<file path="src/rtl/serial_add_ctrl.sv">
// Bit-serial add/subtract sequencer around the add1 full-adder cell, LSB first.
// Optional abort input enabled by SERIAL_ADD_ABORT_EN.

module add1 (
  input  logic i_a,
  input  logic i_b,
  input  logic i_ci,
  output logic o_s,
  output logic o_co
);
  assign o_s  = i_a ^ i_b ^ i_ci;
  assign o_co = (i_a & i_b) | (i_ci & (i_a ^ i_b));
endmodule

module serial_add_ctrl #(
  parameter int unsigned WIDTH = 8
) (
  input  logic             clk,
  input  logic             rst_n,
  input  logic             start,
  input  logic [WIDTH-1:0] a,
  input  logic [WIDTH-1:0] b,
  input  logic             sub,
`ifdef SERIAL_ADD_ABORT_EN
  input  logic             abort,
`endif
  output logic             busy,
  output logic             done,
  output logic [WIDTH-1:0] result,
  output logic             cout,
  output logic             ovf,
  output logic             zero
);

  localparam int unsigned CW = (WIDTH > 1) ? $clog2(WIDTH) : 1;

  localparam logic [1:0] S_IDLE = 2'd0;
  localparam logic [1:0] S_RUN  = 2'd1;
  localparam logic [1:0] S_DONE = 2'd2;

  logic [1:0]       r_state, w_state_nxt;
  logic [WIDTH-1:0] r_opa, w_opa_nxt;
  logic [WIDTH-1:0] r_opb, w_opb_nxt;
  logic [WIDTH-1:0] r_sh, w_sh_nxt;
  logic             r_carry, w_carry_nxt;
  logic [CW-1:0]    r_cnt, w_cnt_nxt;
  logic             r_busy, w_busy_nxt;
  logic             r_done, w_done_nxt;
  logic [WIDTH-1:0] r_result, w_result_nxt;
  logic             r_cout, w_cout_nxt;
  logic             r_ovf, w_ovf_nxt;
  logic             r_zero, w_zero_nxt;

  logic             w_sum;
  logic             w_co;
  logic             w_last;
  logic             w_abort;
  logic [WIDTH-1:0] w_sh_shift;

  add1 u_add1 (
    .i_a  (r_opa[0]),
    .i_b  (r_opb[0]),
    .i_ci (r_carry),
    .o_s  (w_sum),
    .o_co (w_co)
  );

`ifdef SERIAL_ADD_ABORT_EN
  assign w_abort = abort;
`else
  assign w_abort = 1'b0;
`endif

  assign w_last     = (r_cnt == CW'(WIDTH - 1));
  assign w_sh_shift = {w_sum, r_sh[WIDTH-1:1]};

  // State and datapath registers; reset has priority over everything.
  always_ff @(posedge clk) begin
    if (!rst_n) begin
      r_state  <= S_IDLE;
      r_opa    <= '0;
      r_opb    <= '0;
      r_sh     <= '0;
      r_carry  <= 1'b0;
      r_cnt    <= '0;
      r_busy   <= 1'b0;
      r_done   <= 1'b0;
      r_result <= '0;
      r_cout   <= 1'b0;
      r_ovf    <= 1'b0;
      r_zero   <= 1'b0;
    end else begin
      r_state  <= w_state_nxt;
      r_opa    <= w_opa_nxt;
      r_opb    <= w_opb_nxt;
      r_sh     <= w_sh_nxt;
      r_carry  <= w_carry_nxt;
      r_cnt    <= w_cnt_nxt;
      r_busy   <= w_busy_nxt;
      r_done   <= w_done_nxt;
      r_result <= w_result_nxt;
      r_cout   <= w_cout_nxt;
      r_ovf    <= w_ovf_nxt;
      r_zero   <= w_zero_nxt;
    end
  end

  // Next-state and next-output logic; flags only move on the final bit.
  always_comb begin
    w_state_nxt  = r_state;
    w_opa_nxt    = r_opa;
    w_opb_nxt    = r_opb;
    w_sh_nxt     = r_sh;
    w_carry_nxt  = r_carry;
    w_cnt_nxt    = r_cnt;
    w_result_nxt = r_result;
    w_cout_nxt   = r_cout;
    w_ovf_nxt    = r_ovf;
    w_zero_nxt   = r_zero;

    case (r_state)
      S_IDLE: begin
        if (start) begin
          w_opa_nxt   = a;
          w_opb_nxt   = sub ? ~b : b;
          w_carry_nxt = sub;
          w_cnt_nxt   = '0;
          w_sh_nxt    = '0;
          w_state_nxt = S_RUN;
        end
      end
      S_RUN: begin
        if (w_abort) begin
          w_state_nxt = S_IDLE;
        end else begin
          w_opa_nxt   = r_opa >> 1;
          w_opb_nxt   = r_opb >> 1;
          w_sh_nxt    = w_sh_shift;
          w_carry_nxt = w_co;
          w_cnt_nxt   = r_cnt + CW'(1);
          if (w_last) begin
            // r_carry is the carry into the MSB on this bit
            w_result_nxt = w_sh_shift;
            w_cout_nxt   = w_co;
            w_ovf_nxt    = r_carry ^ w_co;
            w_zero_nxt   = (w_sh_shift == '0);
            w_state_nxt  = S_DONE;
          end
        end
      end
      S_DONE: begin
        w_state_nxt = S_IDLE;
      end
      default: begin
        w_state_nxt = S_IDLE;
      end
    endcase

    w_busy_nxt = (w_state_nxt == S_RUN);
    w_done_nxt = (w_state_nxt == S_DONE);
  end

  assign busy   = r_busy;
  assign done   = r_done;
  assign result = r_result;
  assign cout   = r_cout;
  assign ovf    = r_ovf;
  assign zero   = r_zero;

endmodule

</file>
<file path="config.mk">
export PLATFORM = sky130hd
export DESIGN_NAME = serial_add_ctrl
export DESIGN_NICKNAME = d
export VERILOG_FILES = /design/src/rtl/serial_add_ctrl.sv
export SDC_FILE = /design/constraint.sdc
export NUM_CORES = 1
export LEC_CHECK = 0
export CELL_PAD_IN_SITES_DETAIL_PLACEMENT = 0
export CELL_PAD_IN_SITES_GLOBAL_PLACEMENT = 1
export CORE_UTILIZATION = 23
export DETAILED_ROUTE_END_ITERATION = 8
export GPL_TIMING_DRIVEN = 0
export PLACE_DENSITY_LB_ADDON = 0.1
export SYNTH_ARGS = -nofsm -noshare
export SYNTH_HDL_FRONTEND = slang
export SYNTH_SLANG_ARGS = --single-unit
</file>
<file path="constraint.sdc">
create_clock -name clk -period 4.1 [get_ports clk]
set_input_delay 0.41 -clock clk [delete_from_list [all_inputs] [get_ports clk]]
set_output_delay 0.41 -clock clk [all_outputs]
set_load 0.05 [all_outputs]
</file>
; ---- Word-level counts from Yosys, hierarchy flattened
; Cells that the tools add are included.
[classes]
add_sub_neg = 1
eq_ne = 5
mux = 14
n_bitwise = 7
reduce_logical = 5
[ops]
columns = op, count
row1 = case mux 8 bit (2 select lines), 3
row2 = two-way mux 8 bit, 4
row3 = zero test 8 bit, 1
row4 = inverter 8 bit, 1
row5 = case mux 3 bit (2 select lines), 1
row6 = "== test 2 x 1 -> 1 bit, second input constant", 2
row7 = two-way mux 2 bit, 2
row8 = case mux 2 bit (2 select lines), 1
row9 = AND reduction 2 bit, 2
row10 = "adder 3 x 1 -> 3 bit, second input constant", 1
row11 = "== test 3 bit, second input constant", 1
row12 = two-way mux 3 bit, 1
row13 = XOR 1 bit, 3
row14 = bitwise AND 1 bit, 2
row15 = "== test 2 bit, second input constant", 1
row16 = zero test 2 bit, 1
row17 = "!= test 2 bit, second input constant", 1
row18 = case mux 1 bit (2 select lines), 1
row19 = nonzero test 2 bit, 1
row20 = two-way mux 1 bit, 1
row21 = bitwise OR 1 bit, 1
[totals]
regBits = 43
in_bits = 20
output_inout_bits = 13
elab_cells = 44

; ---- Logic depth before layout (Yosys ltp)
[logic_depth]
ltp_word = 4
mapped_depth = 7

; ---- Modules after synthesis
; Synthesis repeated with hierarchy kept, for this count alone.
[unflattened]
cells_unflattened = 182
area_unflattened_um2 = 1716.6
[modules_own_cells]
columns = mod, n_inst, cells_each, area_each_um2, seq_area_each_um2
row1 = serial_add_ctrl, 1, 181, 1696.6, 840.8
row2 = add1, 1, 1, 20.0, 0.0

; ---- Least setup slack after synthesis
; No wires, ideal clock.
[synth_timing]
path_kind = register -> register
from = register r_cnt[0]
to = register r_ovf (netlist: ovf)
setup_ns = 0.116
t_arrival_ns = 1.285
path_slack_ns = 2.699
path_stages_with_launch = 7
n_path_buf = 2
period_less_slack_ns = 1.401
cell_sequence = dfxtp_1 -> ha_1 -> ha_1 -> and3b_1 -> buf_6 -> buf_6 -> o211a_1
[synth_between]
elab_chain_len = 2
[synth_lines]
columns = item, line
row1 = from (decl), 46  ; logic [CW-1:0] r_cnt, w_cnt_nxt;
row2 = from (signal assigned), 98  ; r_cnt <= w_cnt_nxt;
row3 = == test 3 bit, 74  ; assign w_last = (r_cnt == CW'(WIDTH - 1));
row4 = AND reduction 2 bit (no source line), -
row5 = to (signal assigned), 103  ; r_ovf <= w_ovf_nxt;
row6 = to (decl), 51  ; logic r_ovf, w_ovf_nxt;
; Every way passes these cells.
; A chain may end at the register's enable or synchronous reset.

; ---- Worst setup path after layout
[layout_timing]
from = register r_zero (netlist: zero)
to = output port zero
[layout_lines]
columns = item, line
row1 = from (decl), 52  ; logic r_zero, w_zero_nxt;
row2 = from (signal assigned), 104  ; r_zero <= w_zero_nxt;
row3 = to (decl), 32  ; output logic zero
; No word-level cell between the ends.

==> results.toml <==
[timing]
fmax_mhz = 542.5
hold_violations = 0
worst_slack_ns = 2.257
slew-limit-headroom = 0.6707
tightest_slew_ns = 0.4924
setup_viol = 0
drv_slew = 0
rsz0062_at_grt = "false"
fin_tns_setup_ns = 0
finalCritPeriodShare = 0.4496
skew_ns = 0.008602
fin_crit_ns = 1.843
hold_slack_ns = 0.4599

[cells_and_area]
fin_nets = 242
diodes = 0
syn_to_final_growth_pct = 30.24
fin_cells = 319
drive_above_1_share = 0.08182
fillers = 839

[worst_setup_path]
crit_fanout = 2
r2r_setup_slack_ns = 2.59
worst-path-stages = 1
cp_data_required_time_ns = 3.69
start_kind = "flip-flop"
cp_top_family = "buffers and inverters"
path_class = "flip-flop to output port"
worst_setup_path_end_kind = "output port"
r2r_start = "r_cnt[0]$_SDFFE_PN0P_"
r2r-end = "ovf$_SDFFE_PN0P_"
slowest_stage = "clkdlybuf4s50_1"
r2r_cells = 6
cp.arrival_ns = 1.43
worst-path-buf-inv = 1
crit_path_cell_trace = "clkdlybuf4s50_1"
critPathMaxStageDelay_ns = 0.80

[clocking]
post_cts_buffers = 0
clk_latency_ns = 0.29
cts_tree = "built"
cts_max_level = 2
cts.clk_slew.worst_paths_ns = 0.08
cts-root-buf = "clkbuf_8"
cts.sinks = 42
cts-buffers-inserted = 5
hold_buffers = 0
cts_buffer_depth = 2
cts_resized = 0

[global_route]
met1_usage = 0.1395
use_met2 = 0.1881
grt-ovfl-total = 0
use_met3 = 0.03324
grt_pass1_vias = 1376
top_usage_layer = "met2"
antenna_found_initial = 0
grt_max_degree = 13
grt_pass1_wl_um = 6644
grt_usage = 0.1138

[floorplan]
coreArea_um2 = 7292
start_util = 0.2383
rows = 31
boundaryPins = 33
fp.dieArea_um2 = 7908
die_h_um = 88.93
fp.dieW_um = 88.93

[place]
io_buffers = 31
dp.cells = 311
place.gp.congestion = 0.7516
hpwl_um = 2896
pre_cts_slack_ns = 2.119

[synthesis]
yosysMostFrequentCell = "dfxtp_1"
synthArstFlopShare = 0
synth-seq-area-share = 0.4838
synth_edf_count = 0
synth_nets = 204
synth_mux_area_frac = 0.005760
ys_ff_latch = 42
synth.cell_area_um2 = 1738
yosysTopAreaCell = "dfxtp_1"
yosys.area_share.simple = 0.1677
synth.area.top_cells = "dfxtp_1 (48%), nor2b_1 (5.4%), a22oi_1 (4.8%)"
synthAdderAreaFrac = 0.02592
yosys_warnings = 0
synthCells = 181
synth_top_family_by_area = "compound AO/OA/AOI/OAI gates"
syn_area_per_cell_um2 = 9.602
synth_compound_area_frac = 0.2253
synth_top_area_frac = 0.4838
synth_top_flop_cell = "dfxtp_1"
synth-xor-area-share = 0.04536
ys_types = 35
synth_commonest_cells = "dfxtp_1 (42), nand2_1 (21), nor2b_1 (15)"

[route]
drt_iter0_drc = 27
antenna_left = 0
first_pass_iters = 4
drc = 0
viasPerCell = 4.483
vias = 1430
wire_per_inst_um = 12.69
routed_wl_um = 4047

[min_path]
whs_endpoint = "result[7]$_SDFFE_PN0P_"
min_path_cells = 2
hp-class = "flip-flop to flip-flop"
min_from = "result[7]$_SDFFE_PN0P_"

[outcome]
status = "finished, final reports clean"

[pwr]
ir_drop_mv = 0.1107
p_leak_nw = 0.7999
powerDensity_nw_per_um2 = 356.8

[flow_run]
drv_cap = 0
## state kept, by name (all words and copies together), names as in the netlist, 2 cells and up
signal / count
r_opa: 8
r_opb: 8
result: 8
r_sh: 7
r_cnt: 3
r_state: 2
## where the power goes
group | switching [mW] | leakage, nW | internal [mW]
combinational | 0.0499 | 0.409 | 0.0503
sequential | 0.00950 | 0.343 | 0.425
clock | 0.137 | 0.0482 | 0.136
## cells in the final DEF (no fill, tap or decap), drive strengths merged, types with 2 or more instances in the layout
master | netlist | final
inv | 2 | 2
nor2b | 15 | 15
nor4 | 2 | 2
clkdlybuf4s50 | 0 | 31
a222oi | 3 | 3
a21oi | 8 | 8
and2 | 2 | 2
xor2 | 4 | 4
nand2b | 2 | 2
a22oi | 11 | 11
clkbuf | 4 | 11
nor2 | 4 | 4
o21ai | 12 | 12
a211oi | 4 | 4
dfxtp | 42 | 42
o22ai | 8 | 8
ha | 2 | 2
and3 | 2 | 2
buf | 8 | 8
nand2 | 21 | 21
a21boi | 9 | 9
xnor2 | 5 | 5
## per-stage QoR
step | utilization | power (mW) | cell area, µm²
after global routing | 0.3104 | 0.8518 | 2263
final | 0.3104 | 0.8075 | 2263
after CTS | 0.3104 | 0.8256 | 2263
after detailed placement | 0.2979 | 0.5459 | 2172
after global placement | 0.2979 | 0.5442 | 2172
after floorplan | - | 0.5058 | 1738
## cell families after synthesis
group / count (synthesis)
compound gates: 58
simple gates: 54
flops: 42
buf+inv: 14
xor+xnor: 9
fa+ha+maj: 3
mux: 1
## area by class of cell
type	count	area [µm²]	area share
sequential	42	840.8	0.3715
multi-input combinational	125	817.0	0.3610
timing repair buffer	31	310.3	0.1371
tap	99	123.9	0.05473
clock buffer	7	86.33	0.03814
buffer	12	72.57	0.03206
inverter	2	7.507	0.003317
clock inverter	1	5.005	0.002211
## worst max path at each step
stage	startpoint	to	slack, ns
6_report	zero$_SDFFE_PN0P_	zero	2.26
3_3_place_gp	rst_n	r_opb[6]$_SDFFE_PN0P_	2.11
5_1_grt	result[2]$_SDFFE_PN0P_	result[2]	2.19
3_5_place_dp	rst_n	r_opb[6]$_SDFFE_PN0P_	2.12
2_1_floorplan	r_cnt[0]$_SDFFE_PN0P_	ovf$_SDFFE_PN0P_	2.70
4_1_cts	zero$_SDFFE_PN0P_	zero	2.23
## routing by layer
| layer | up-vias | wire length, µm |
|---|---|---|
| met4 | 0 | 61 |
| met2 | 35 | 1905 |
| li1 | 715 | - |
| met1 | 674 | 1908 |
| met3 | 6 | 172 |
| met5 | - | 0 |
No activity file was read; power rests on OpenSTA's default activity.
